## config.mk

```make
export PLATFORM = sky130hd
export DESIGN_NAME = serial_adder_flat
export DESIGN_NICKNAME = d
export VERILOG_FILES = /design/src/rtl/serial_adder_if.sv /design/src/rtl/serial_adder.sv /design/src/flat_wrapper.sv
export SDC_FILE = /design/constraint.sdc
export NUM_CORES = 1
export LEC_CHECK = 0
export CAP_MARGIN = 5
export CORE_MARGIN = 1
export CORE_UTILIZATION = 35
export DETAILED_ROUTE_END_ITERATION = 8
export GPL_TIMING_DRIVEN = 0
export PLACE_DENSITY_LB_ADDON = 0.25
export SLEW_MARGIN = 40
export SYNTH_ARGS = -nofsm -noshare
export SYNTH_HDL_FRONTEND = slang
export SYNTH_SLANG_ARGS = --single-unit
```

## constraint.sdc

```tcl
create_clock -name i_clk -period 2.2 [get_ports i_clk]
set_input_delay 0.44 -clock i_clk [delete_from_list [all_inputs] [get_ports i_clk]]
set_output_delay 0.44 -clock i_clk [all_outputs]
set_load 0.02 [all_outputs]
```

## src/rtl/serial_adder_if.sv

```systemverilog
// rtl/serial_adder_if.sv - start/done handshake and operand/result bus of the bit-serial adder
//
// Purpose: groups the controller-facing signals of serial_adder.
// Signals:
//   start  controller -> adder  request, sampled only while the adder is idle or done
//   a, b   controller -> adder  WIDTH-bit operands, captured on an accepted start
//   cin    controller -> adder  carry-in, captured on an accepted start
//   busy   adder -> controller  high while operand bits are being streamed
//   done   adder -> controller  one-cycle pulse, sum/cout just updated
//   sum    adder -> controller  WIDTH-bit registered result
//   cout   adder -> controller  registered carry-out of the MSB
// Modports: master (controller side), slave (adder side).
interface serial_adder_if #(
    parameter int WIDTH = 8
);
    logic             start;
    logic [WIDTH-1:0] a;
    logic [WIDTH-1:0] b;
    logic             cin;
    logic             busy;
    logic             done;
    logic [WIDTH-1:0] sum;
    logic             cout;

    modport master (
        output start, a, b, cin,
        input  busy, done, sum, cout
    );

    modport slave (
        input  start, a, b, cin,
        output busy, done, sum, cout
    );
endinterface

```

## src/rtl/serial_adder.sv

```systemverilog
// rtl/serial_adder.sv - bit-serial WIDTH-bit adder around a single one-bit full adder cell
//
// Purpose: loads two operands and a carry-in, streams them LSB-first through one
// full_adder cell (one bit per clock), closes the carry loop with a flip-flop and
// collects the sum bits into a result register. {cout,sum} = a + b + cin.
// Ports:
//   i_clk    rising-edge clock
//   i_reset  asynchronous, active-high reset
//   bus      serial_adder_if slave modport (start/a/b/cin in, busy/done/sum/cout out)
// Also contains full_adder: the combinational one-bit cell
//   i_a, i_b, i_cin in; o_sum, o_cout out.

module full_adder (
    input  logic i_a,
    input  logic i_b,
    input  logic i_cin,
    output logic o_sum,
    output logic o_cout
);
    assign o_sum  = i_a ^ i_b ^ i_cin;
    assign o_cout = (i_a & i_b) | (i_cin & (i_a ^ i_b));
endmodule

module serial_adder #(
    parameter int WIDTH = 8
) (
    input  logic           i_clk,
    input  logic           i_reset,
    serial_adder_if.slave  bus
);
    localparam int CW = (WIDTH > 1) ? $clog2(WIDTH) : 1;

    typedef enum logic [1:0] {
        S_IDLE  = 2'd0,
        S_SHIFT = 2'd1,
        S_DONE  = 2'd2
    } state_t;

    state_t           r_state;
    state_t           w_next_state;
    logic             w_accept;
    logic             w_last;

    logic [WIDTH-1:0] r_a_sh;
    logic [WIDTH-1:0] r_b_sh;
    logic [WIDTH-1:0] r_res_sh;
    logic [WIDTH-1:0] w_res_next;
    logic [CW-1:0]    r_cnt;
    logic             r_carry;
    logic [WIDTH-1:0] r_sum;
    logic             r_cout;

    logic             w_fa_sum;
    logic             w_fa_cout;

    full_adder u_fa (
        .i_a    (r_a_sh[0]),
        .i_b    (r_b_sh[0]),
        .i_cin  (r_carry),
        .o_sum  (w_fa_sum),
        .o_cout (w_fa_cout)
    );

    // New sum bit enters at the MSB so that after WIDTH shifts bit 0 sits at the LSB.
    generate
        if (WIDTH == 1) begin : g_res_w1
            assign w_res_next = w_fa_sum;
        end else begin : g_res_wn
            assign w_res_next = {w_fa_sum, r_res_sh[WIDTH-1:1]};
        end
    endgenerate

    always_ff @(posedge i_clk or posedge i_reset) begin
        if (i_reset) begin
            r_state <= S_IDLE;
        end else begin
            r_state <= w_next_state;
        end
    end

    always_comb begin
        w_next_state = r_state;
        w_accept     = 1'b0;
        w_last       = 1'b0;
        case (r_state)
            S_IDLE: begin
                if (bus.start) begin
                    w_accept     = 1'b1;
                    w_next_state = S_SHIFT;
                end
            end
            S_SHIFT: begin
                if (r_cnt == CW'(WIDTH - 1)) begin
                    w_last       = 1'b1;
                    w_next_state = S_DONE;
                end
            end
            S_DONE: begin
                // Back-to-back: a start seen during the done cycle is accepted at once.
                if (bus.start) begin
                    w_accept     = 1'b1;
                    w_next_state = S_SHIFT;
                end else begin
                    w_next_state = S_IDLE;
                end
            end
            default: w_next_state = S_IDLE;
        endcase
    end

    always_ff @(posedge i_clk or posedge i_reset) begin
        if (i_reset) begin
            r_a_sh   <= '0;
            r_b_sh   <= '0;
            r_res_sh <= '0;
            r_cnt    <= '0;
            r_carry  <= 1'b0;
            r_sum    <= '0;
            r_cout   <= 1'b0;
        end else if (w_accept) begin
            r_a_sh   <= bus.a;
            r_b_sh   <= bus.b;
            r_carry  <= bus.cin;
            r_cnt    <= '0;
            r_res_sh <= '0;
        end else if (r_state == S_SHIFT) begin
            r_a_sh   <= r_a_sh >> 1;
            r_b_sh   <= r_b_sh >> 1;
            r_res_sh <= w_res_next;
            r_carry  <= w_fa_cout;
            r_cnt    <= r_cnt + CW'(1);
            // Published result only moves here, so it stays stable through the next operation.
            if (w_last) begin
                r_sum  <= w_res_next;
                r_cout <= w_fa_cout;
            end
        end
    end

    assign bus.busy = (r_state == S_SHIFT);
    assign bus.done = (r_state == S_DONE);
    assign bus.sum  = r_sum;
    assign bus.cout = r_cout;
endmodule

```

## src/flat_wrapper.sv

```systemverilog
// flat-port wrapper written by rule: the top's interface ports become plain ports
module serial_adder_flat 
#(
    parameter int WIDTH = 8
)
  (i_clk, i_reset, bus_start, bus_a, bus_b, bus_cin, bus_busy, bus_done, bus_sum, bus_cout);
  serial_adder_if #(.WIDTH(WIDTH)) bus_i ();
  input  logic i_clk;
  input  logic i_reset;
  input wire logic [$bits(bus_i.start)-1:0] bus_start;
  input wire logic [$bits(bus_i.a)-1:0] bus_a;
  input wire logic [$bits(bus_i.b)-1:0] bus_b;
  input wire logic [$bits(bus_i.cin)-1:0] bus_cin;
  output wire logic [$bits(bus_i.busy)-1:0] bus_busy;
  output wire logic [$bits(bus_i.done)-1:0] bus_done;
  output wire logic [$bits(bus_i.sum)-1:0] bus_sum;
  output wire logic [$bits(bus_i.cout)-1:0] bus_cout;
  assign bus_i.start = bus_start;
  assign bus_i.a = bus_a;
  assign bus_i.b = bus_b;
  assign bus_i.cin = bus_cin;
  assign bus_busy = bus_i.busy;
  assign bus_done = bus_i.done;
  assign bus_sum = bus_i.sum;
  assign bus_cout = bus_i.cout;
  serial_adder #(.WIDTH(WIDTH)) u_core (.i_clk(i_clk), .i_reset(i_reset), .bus(bus_i));
endmodule
```

==> metrics.md, run 1 <==
| Metric | Value |
|---|---|
| Status | completed |
| Slew headroom | 67.6% |
| Critical path's top delay family | buffers and inverters |
| Synth area leaders | dfrtp_1 (53%), mux2_4 (7.5%), mux2i_1 (7.2%), a22o_1 (5.8%), a211oi_1 (5.0%) |
| RePlAce Congestion | 0.748 |
| Pins over their slew limit | 0 |
| Crit-path max cell delay | 0.37 ns |
| Top post-synthesis cells by count | dfrtp_1 (38), mux2i_1 (13), nor2b_1 (13) |
| Syn Nets | 163 |
| CTS max path bufs | 2 |
| Post-DP HPWL | 2.46 mm |
| WP data arrival | 1.64 ns |
| Worst Skew | 0.00549 ns |
| Final worst setup slack | 0.121 ns |
| PostCTS Resize Cnt | 2 |
| I/O Buffers | 30 |
| Critical path cell sequence | buf_6 > nor2b_4 > buf_6 > buf_2 > dlygate4sd2_1 |
| Clock tree sinks | 38 |
| Post-Syn Instances | 140 |
| Total power | 3090 uW |
| Main synth FF type | dfrtp_1 |
| Worst reg2reg startpoint | u_core.r_cnt[1] |
| Clock-pin transition on the worst setup and hold timing paths | 0.08 ns |
| Detailed Routing Iterations Pass 1 | 4 |
| CTS tree | built |
| FF+latch count, synth | 38 |
| Routed length per instance | 14.3 um |
| Boundary Pins | 31 |
| Yosys top cell area share | 52.5% |
| Pre-CTS setup slack | 0.142 ns |
| Die extent in y | 73.9 um |
| MaxCap Viol Count | 0 |
| TNS Setup | 0 ns |
| R2R depth | 4 |
| RSZ-0062 raised after global routing | false |
| Total GRT Usage | 14.5% |
| Power Dens Cells | 1340 mW/mm2 |
| Area Overhead vs Synth | 27.6% |
| Cell Area, Synth | 0.00181 mm2 |
| Post-route ant nets | 0 |
| Bufs and invs on worst path | 4 |
| Slowest library cell on the worst path | dfrtp_1 |
| Vias in the first global route | 1186 |
| Worst min-delay path class | primary input to asynchronous set/reset pin |
| Initial drt markers | 57 |
| Largest net degree at the start of global routing | 23 |
| Final wirelength | 3.53 mm |
| Final setup vio count | 0 |
| Die area | 0.00546 mm2 |
| Vias per inst | 4.97 |
| Cts hold-fix bufs | 0 |
| Setup Buffers After CTS | 0 |
| Post-route cell area | 0.00231 mm2 |
| Share of cells above drive strength 1 | 17.9% |
| Worst slew pin tran | 0.486 ns |
| VDD IR max | 0.545 mV |
| Cts bufs inserted | 5 |
| Grt ovf | 0 |
| CTS Root Cell | clkbuf_8 |
| Fmax | 0.481 GHz |
| Total core area | 0.00485 mm2 |
| Asr flop ratio synth | 100% |
| Max FO, Critical Path | 10 |
| Placed inst area | 0.00222 mm2 |
| Leakage power total | 0.00102 uW |
| DRC | 0 |
| Netlist cell types | 25 |
| Period utilization | 94.5% |
| EDFF count, synth | 0 |
| Nets | 201 |
| Die X-Extent | 73.9 um |
| First-pass GRT wire length | 5.90 mm |
| Min Tclk post-route | 2.08 ns |
| Kind of critical path | flip-flop to output pin |
| Sequential area share after synthesis | 52.5% |
| Flop2flop setup slack | 0.78 ns |
| Yosys warnings | 0 |
| Antenna Cells | 0 |
| Initial antenna violation count | 0 |
| Crit path top cell by count | buf_6 |
| Crit start category | flip-flop |
| Worst-skew pair later-pin latency | 0.29 ns |
| Row Count | 25 |
| WP data required | 1.76 ns |
| Filler cells | 444 |
| R2R Path End | u_core.bus.sum[0] |
| DR vias | 1222 |
| H-tree depth reported by CTS | 2 |
| Starting density of the core | 37.3% |
| Syn avg cell area | 12.9 um2 |
| Most frequent cell after synthesis | dfrtp_1 |
| Final Hold Fails | 0 |
| Setup crit end kind | output pin |
| Worst hold slack | 0.451 ns |
| Cell taking the most area after synthesis | dfrtp_1 |
[placed cells by master (no fill, tap or decap), types with 3 or more instances in the layout]
| master | count |
|---|---|
| nor2b_1 | 13 |
| clkdlybuf4s50_1 | 28 |
| buf_6 | 3 |
| mux2_4 | 9 |
| a21oi_1 | 12 |
| a21o_1 | 4 |
| dfrtp_1 | 38 |
| buf_4 | 3 |
| a211oi_1 | 12 |
| a22o_1 | 12 |
| clkbuf_8 | 6 |
| mux2i_1 | 13 |
[through the flow]
step / utilization [%] / instances
6_report: 47.7 / 246
4_1_cts: 47.7 / 246
3_5_place_dp: 45.8 / 238
3_3_place_gp: 45.3 / 237
5_1_grt: 47.7 / 246
2_1_floorplan: - / 140
[power by group]
group          internal, uW  switching (uW)  total (uW)  leakage [uW]
combinational           745             618        1360      0.000500
sequential             1020             216        1230      0.000470
clock                   253             236         489     0.0000482
[final cells by class]
type,instances,area [um2],share of cell area (%)
well taps,67,83.8,3.63
clock inverters,1,5.00,0.217
multi-input cells,89,774,33.5
clock buffers,7,86.3,3.74
inverters,3,11.3,0.487
plain buffers,10,73.8,3.19
repair buffers,31,325,14.1
flip-flops and latches,38,951,41.1
[cell families (layout without fill, tap and decap cells)]
group	after synthesis	count (layout)	share of synthesized area [%]
AOI/OAI and AO/OA	42	42	16.3
adders and majority gates	3	3	2.49
buffers and inverters	13	52	4.70
DFF	38	38	52.5
muxes	24	24	15.9
and+or+nand+nor	20	20	8.09
[how the worst max path moves through the flow]
stage,startpoint,endpoint,slack [ns],cells after the start
finish,u_core.r_state[1],bus_busy,0.12,5
global route,u_core.r_state[1],bus_busy,0.06,5
CTS,u_core.r_state[1],bus_busy,0.11,5
detailed placement,u_core.r_state[1],bus_busy,0.14,5
global placement,i_reset,u_core.r_b_sh[5],0.07,2
floorplan,u_core.r_state[1],bus_done,0.76,3
[flip-flops by register name, indices dropped and copies added (netlist names)]
signal / flops
u_core.r_carry: 1
u_core.r_b_sh: 8
u_core.bus.sum: 8
u_core.bus.cout: 1
u_core.r_res_sh: 7
u_core.r_a_sh: 8
u_core.r_state: 2
u_core.r_cnt: 3
[routing by layer]
metal  part of all wire (%)  vias to the layer above  track usage (%)
li1                       -                      578                -
met1                     50                      611             20.3
met2                     45                       25             21.5
met3                    3.0                        8             3.29
met4                    1.9                        0             6.41
met5                      0                        -                0
Note: power is estimated with default switching activity, not from simulation.
==> run 2: changes to the inputs <==
- CORE_UTILIZATION: 35 -> 45
==> metrics.md, run 2 (same netlist as run 1, synthesis figures left out) <==
| Metric | Value |
|---|---|
| Status | completed (unchanged) |
| Initial antenna violation count | 0 (unchanged) |
| Crit-path max cell delay | 0.37 ns (about the same) |
| Total GRT Usage | 18.4% (was 14.5%) |
| First-pass GRT wire length | 5.98 mm (was 5.90 mm) |
| Critical path launch point | u_core.r_state[1] (unchanged) |
| DRC | 0 (unchanged) |
| MaxCap Viol Count | 0 (unchanged) |
| RSZ-0062 raised after global routing | false (unchanged) |
| Final Hold Fails | 0 (unchanged) |
| Share of cells above drive strength 1 | 18.4% (was 17.9%) |
| Worst Skew | 0.00601 ns (was 0.00549 ns) |
| Setup crit end kind | output pin (unchanged) |
| R2R depth | 4 (unchanged) |
| Post-route ant nets | 0 (unchanged) |
| Vias per inst | 5.35 (was 4.97) |
| Clock tree sinks | 38 (unchanged) |
| VDD IR max | 0.598 mV (was 0.545 mV) |
| Placed Instances | 219 (was 238) |
| H-tree depth reported by CTS | 2 (unchanged) |
| Die X-Extent | 65.4 um (was 73.9 um) |
| Final setup vio count | 0 (unchanged) |
| Crit path top cell by count | buf_6 (unchanged) |
| Final worst setup slack | 0.141 ns (was 0.121 ns) |
| Filler cells | 289 (was 444) |
| Critical path's top delay family | buffers and inverters (unchanged) |
| Total power | 3320 uW (was 3090 uW) |
| Worst reg2reg startpoint | u_core.r_cnt[1] (unchanged) |
| Largest net degree at the start of global routing | 23 (unchanged) |
| Critical path cell sequence | buf_6 > nor2b_4 > buf_6 > buf_2 > dlygate4sd2_1 (unchanged) |
| Leakage power total | 0.00104 uW (was 0.00102 uW) |
| Slew headroom | 66.5% (was 67.6%) |
| WP data arrival | 1.62 ns (was 1.64 ns) |
| Hold Startpoint | u_core.r_b_sh[5] |
| Routed length per instance | 14.8 um (was 14.3 um) |
| Commonest cells after routing, fill and taps aside | dfrtp_1 (38), clkdlybuf4s50_1 (28), nor2b_1 (13), mux2i_1 (13) (unchanged) |
| Power Dens Cells | 1420 mW/mm2 (was 1340 mW/mm2) |
| Kind of critical path | flip-flop to output pin (unchanged) |
| Detailed Routing Iterations Pass 1 | 3 (was 4) |
| Boundary Pins | 31 (unchanged) |
| Layout Cells excl Fill | 227 (was 246) |
| WP data required | 1.76 ns (about the same) |
| Initial drt markers | 87 (was 57) |
| TNS Setup | 0 ns (unchanged) |
| Nets | 201 (unchanged) |
| I/O Buffers | 30 (unchanged) |
| RePlAce Congestion | 0.721 (was 0.748) |
| Pins over their slew limit | 0 (unchanged) |
| Total core area | 0.00377 mm2 (was 0.00485 mm2) |
| Worst slew pin tran | 0.502 ns (was 0.486 ns) |
| Pre-CTS setup slack | 0.161 ns (was 0.142 ns) |
| Row Count | 22 (was 25) |
| Worst min-delay path class | flip-flop to flip-flop (was primary input to asynchronous set/reset pin) |
| CTS tree | built (unchanged) |
| Clock-pin transition on the worst setup and hold timing paths | 0.07 ns (was 0.08 ns) |
| Critical path depth | 5 (unchanged) |
| CTS Root Cell | clkbuf_8 (unchanged) |
| Cts hold-fix bufs | 0 (unchanged) |
| Die extent in y | 65.4 um (was 73.9 um) |
| Bufs and invs on worst path | 4 (unchanged) |
| Most common cell after layout, fill and taps aside | dfrtp_1 (unchanged) |
| Post-DP HPWL | 2.38 mm (was 2.46 mm) |
| Die area | 0.00428 mm2 (was 0.00546 mm2) |
| Period utilization | 93.6% (was 94.5%) |
| DR vias | 1215 (was 1222) |
| Worst-skew pair later-pin latency | 0.28 ns (was 0.29 ns) |
| Fmax | 0.486 GHz (was 0.481 GHz) |
| Worst hold stages | 1 |
| Crit start category | flip-flop (unchanged) |
| Min Tclk post-route | 2.06 ns (was 2.08 ns) |
| CTS max path bufs | 2 (unchanged) |
| Slowest library cell on the worst path | dfrtp_1 (unchanged) |
| Antenna Cells | 0 (unchanged) |
| Final wirelength | 3.36 mm (was 3.53 mm) |
| Area Overhead vs Synth | 29.2% (was 27.6%) |
| Starting density of the core | 48.0% (was 37.3%) |
| Vias in the first global route | 1270 (was 1186) |
| Max FO, Critical Path | 10 (unchanged) |
| Grt ovf | 0 (unchanged) |
| Cts bufs inserted | 5 (unchanged) |
run 2: cell types whose count changed in the layout (fill, tap and decap cells not counted), sizes merged:
cell / previous run / this run
clkinv: 1 / 0
bufinv: 0 / 2
clkbuf: 8 / 7
run 2: path summary, 6_finish.rpt:
kind,to,slack [ns]
max in group asynchronous,u_core.r_b_sh[5],1.23
min in group asynchronous,u_core.r_a_sh[3],0.50
hold / removal,u_core.r_b_sh[5],0.48
setup / recovery,bus_busy,0.14
setup reg to reg,u_core.bus.sum[7],0.77
hold reg to reg,u_core.r_b_sh[5],0.48
run 2: layout make-up:
cell class	instances	area, um2	area share [%]
sequential	38	951	40.7
inverter	3	11.3	0.482
buffer	10	73.8	3.16
tap	48	60.1	2.57
timing repair buffer	31	325	13.9
clock inverter	2	60.1	2.57
clock buffer	6	82.6	3.53
multi-input combinational	89	774	33.1
run 2: routing by layer:
layer,track usage (%),part of all wire (%),vias up
li1,-,-,580
met1,24.3,47,606
met2,29.5,49,25
met3,4.69,3.0,4
met4,5.71,0.92,0
met5,0,0,-
run 2: metrics by stage:
stage                     util, %  cell area, um2  hold slack [ns]
after global placement       57.6            2170            0.463
after floorplan                 -            1810            0.448
after CTS                    62.0            2340            0.483
after global routing         62.0            2340            0.497
after detailed placement     58.3            2200            0.467
final                        62.0            2340            0.484
run 2: worst register-to-register path, cell delays in order (launching register included):
cell and delay (ns):
dfrtp_1 0.40, ha_1 0.20, ha_1 0.26, nand2_8 0.15, mux2_4 0.31
run 2: where the power goes:
group	switching, uW	total (uW)	leakage (uW)	internal, uW
registers	214	1230	0.000470	1020
logic	616	1360	0.000500	746
clock network	243	727	0.0000714	484
run 2: what timing repair did:
| item | 4_1_cts | 5_1_grt |
|---|---|---|
| buffers inserted | 0 | 0 |
| setup endpoints to repair | 2 | 0 |
| resized for setup | 2 | 0 |
==> run 3: changes to the inputs <==
- CELL_PAD_IN_SITES_DETAIL_PLACEMENT: not set -> 0
- CELL_PAD_IN_SITES_GLOBAL_PLACEMENT: not set -> 1
- GPL_TIMING_DRIVEN: 0 -> not set
==> metrics.md, run 3 (same netlist as run 1, synthesis figures left out) <==
| Metric | Value |
|---|---|
| Placed inst area | 0.00214 mm2 (was 0.00220 mm2) |
| Final setup vio count | 0 (unchanged) |
| Multi-input gate area | 774 um2 (unchanged) |
| Post-route cell area | 0.00224 mm2 (was 0.00234 mm2) |
| Sequential power share | 41.2% (was 37.1%) |
| Commonest cells after routing, fill and taps aside | dfrtp_1 (38), clkdlybuf4s50_1 (30), nor2b_1 (13), mux2i_1 (13) (was dfrtp_1 (38), clkdlybuf4s50_1 (28), nor2b_1 (13), mux2i_1 (13)) |
| RSZ-0062 raised after global routing | false (unchanged) |
| CTS Root Cell | clkbuf_8 (unchanged) |
| Die area | 0.00428 mm2 (unchanged) |
| Routed length per instance | 14.0 um (was 14.8 um) |
| Fmax | 0.498 GHz (was 0.486 GHz) |
| Kind of critical path | flip-flop to output pin (unchanged) |
| Internal cell power | 1980 uW (was 2250 uW) |
| CTS tree | built (unchanged) |
| Worst slew pin tran | 0.489 ns (was 0.502 ns) |
| Period utilization | 91.2% (was 93.6%) |
| H-tree depth reported by CTS | 2 (unchanged) |
| Power Dens Cells | 1350 mW/mm2 (was 1420 mW/mm2) |
| Most common cell after layout, fill and taps aside | dfrtp_1 (unchanged) |
| Nets | 196 (was 201) |
| Vias per inst | 5.39 (was 5.35) |
| CTS max path bufs | 2 (unchanged) |
| Leakage power total | 0.000987 uW (was 0.00104 uW) |
| Setup Buffers After CTS | 0 (unchanged) |
| Crit-path max cell delay | 0.62 ns (was 0.37 ns) |
| Clock tree sinks | 38 (unchanged) |
| Total power | 3010 uW (was 3320 uW) |
| Antenna Cells | 0 (unchanged) |
| Comb pwr share | 42.7% (was 41.0%) |
| Worst hold slack | 0.480 ns (was 0.484 ns) |
| DRC | 0 (unchanged) |
| RePlAce Congestion | 0.739 (was 0.721) |
| Flop2flop setup slack | 0.56 ns (was 0.77 ns) |
| Area Overhead vs Synth | 23.6% (was 29.2%) |
| Share of cells above drive strength 1 | 16.7% (was 18.4%) |
| DR vias | 1196 (was 1215) |
| Worst-skew pair later-pin latency | 0.29 ns (was 0.28 ns) |
| Worst Skew | 0.00533 ns (was 0.00601 ns) |
| Total GRT Usage | 17.0% (was 18.4%) |
| WP data required | 1.76 ns (about the same) |
| Slowest library cell on the worst path | clkdlybuf4s50_1 (was dfrtp_1) |
| Clock-pin transition on the worst setup and hold timing paths | 0.07 ns (about the same) |
| TNS Setup | 0 ns (unchanged) |
| Largest net degree at the start of global routing | 39 (was 23) |
| Switching share of power | 34.3% (was 32.3%) |
| MaxCap Viol Count | 0 (unchanged) |
| I/O Buffers | 30 (unchanged) |
| Die X-Extent | 65.4 um (unchanged) |
| Final wirelength | 3.11 mm (was 3.36 mm) |
| Cts hold-fix bufs | 0 (unchanged) |
| Total core area | 0.00377 mm2 (unchanged) |
| Filler cells | 304 (was 289) |
| Final Hold Fails | 0 (unchanged) |
| Grt ovf | 0 (unchanged) |
| VDD IR max | 0.562 mV (was 0.598 mV) |
| Min Tclk post-route | 2.01 ns (was 2.06 ns) |
| Initial drt markers | 44 (was 87) |
| Max FO, Critical Path | 4 (was 10) |
| Worst min-delay path class | flip-flop to flip-flop (unchanged) |
| Pins over their slew limit | 0 (unchanged) |
| Pre-CTS setup slack | 0.368 ns (was 0.161 ns) |
| Vias in the first global route | 1127 (was 1270) |
| Post-DP HPWL | 2.17 mm (was 2.38 mm) |
| Cts bufs inserted | 5 (unchanged) |
| PostCTS Resize Cnt | 0 (was 2) |
| Slew headroom | 67.4% (was 66.5%) |
| Starting density of the core | 48.0% (unchanged) |
| Setup crit end kind | output pin (unchanged) |
| Initial antenna violation count | 0 (unchanged) |
| Status | completed (unchanged) |
| First-pass GRT wire length | 5.28 mm (was 5.98 mm) |
| Boundary Pins | 31 (unchanged) |
| Detailed Routing Iterations Pass 1 | 6 (was 3) |
| Post-route ant nets | 0 (unchanged) |
| Row Count | 22 (unchanged) |
| Clock power share | 16.1% (was 21.9%) |
| Sequential Area | 951 um2 (unchanged) |
| Die extent in y | 65.4 um (unchanged) |
| Critical path cell sequence | nor2b_1 > clkdlybuf4s50_1 (was buf_6 > nor2b_4 > buf_6 > buf_2 > dlygate4sd2_1) |
| WP data arrival | 1.57 ns (was 1.62 ns) |
| Final worst setup slack | 0.193 ns (was 0.141 ns) |
| P_sw | 1030 uW (was 1070 uW) |
| Crit start category | flip-flop (unchanged) |
[run 3: layout make-up]
| type | count | share of cell area (%) |
|---|---|---|
| Sequential cell | 38 | 42.5 |
| Multi-Input combinational cell | 89 | 34.6 |
| Timing Repair Buffer | 36 | 15.4 |
| Clock buffer | 6 | 3.69 |
| Tap cell | 48 | 2.68 |
| Clock inverter | 2 | 0.559 |
| Inverter | 3 | 0.503 |
[run 3: power groups by stage]
stage / clock network [uW] / registers (uW) / logic (uW)
after floorplan: 0 / 1270 / 929
after global placement: 0 / 1240 / 1260
after global routing: 541 / 1280 / 1430
final: 484 / 1240 / 1290
after CTS: 510 / 1240 / 1300
after detailed placement: 0 / 1260 / 1300
[run 3: metal layers]
metal | track usage (%) | vias to the layer above | share of wire, %
met2 | 24.9 | 28 | 46
met3 | 6.60 | 5 | 4.7
li1 | - | 575 | -
met5 | 0 | - | 0
met4 | 6.52 | 0 | 2.0
met1 | 22.5 | 588 | 48
[run 3: through the flow]
step	util, %	std cells
after floorplan	-	140
after global placement	56.8	214
after detailed placement	56.8	214
after CTS	59.3	222
after global routing	59.3	222
final	59.3	222
[run 3: worst max-delay path: cells and delay by family, from the launching register on]
kind | cells | cell delay [ns]
flops | 1 | 0.47
buf+inv | 1 | 0.62
simple gates | 1 | 0.19
[run 3: final timing paths]
path / cells after the start / end / startpoint
worst max register to register: 4 / u_core.r_cnt[0] / u_core.r_state[0]
worst max-delay path: 2 / bus_done / u_core.r_state[1]
worst min-delay path: 1 / u_core.r_b_sh[4] / u_core.r_b_sh[4]
worst min register to register: 1 / u_core.r_b_sh[4] / u_core.r_b_sh[4]
max in group asynchronous: 3 / u_core.r_cnt[0] / i_reset
min in group asynchronous: 3 / u_core.bus.sum[7] / i_reset
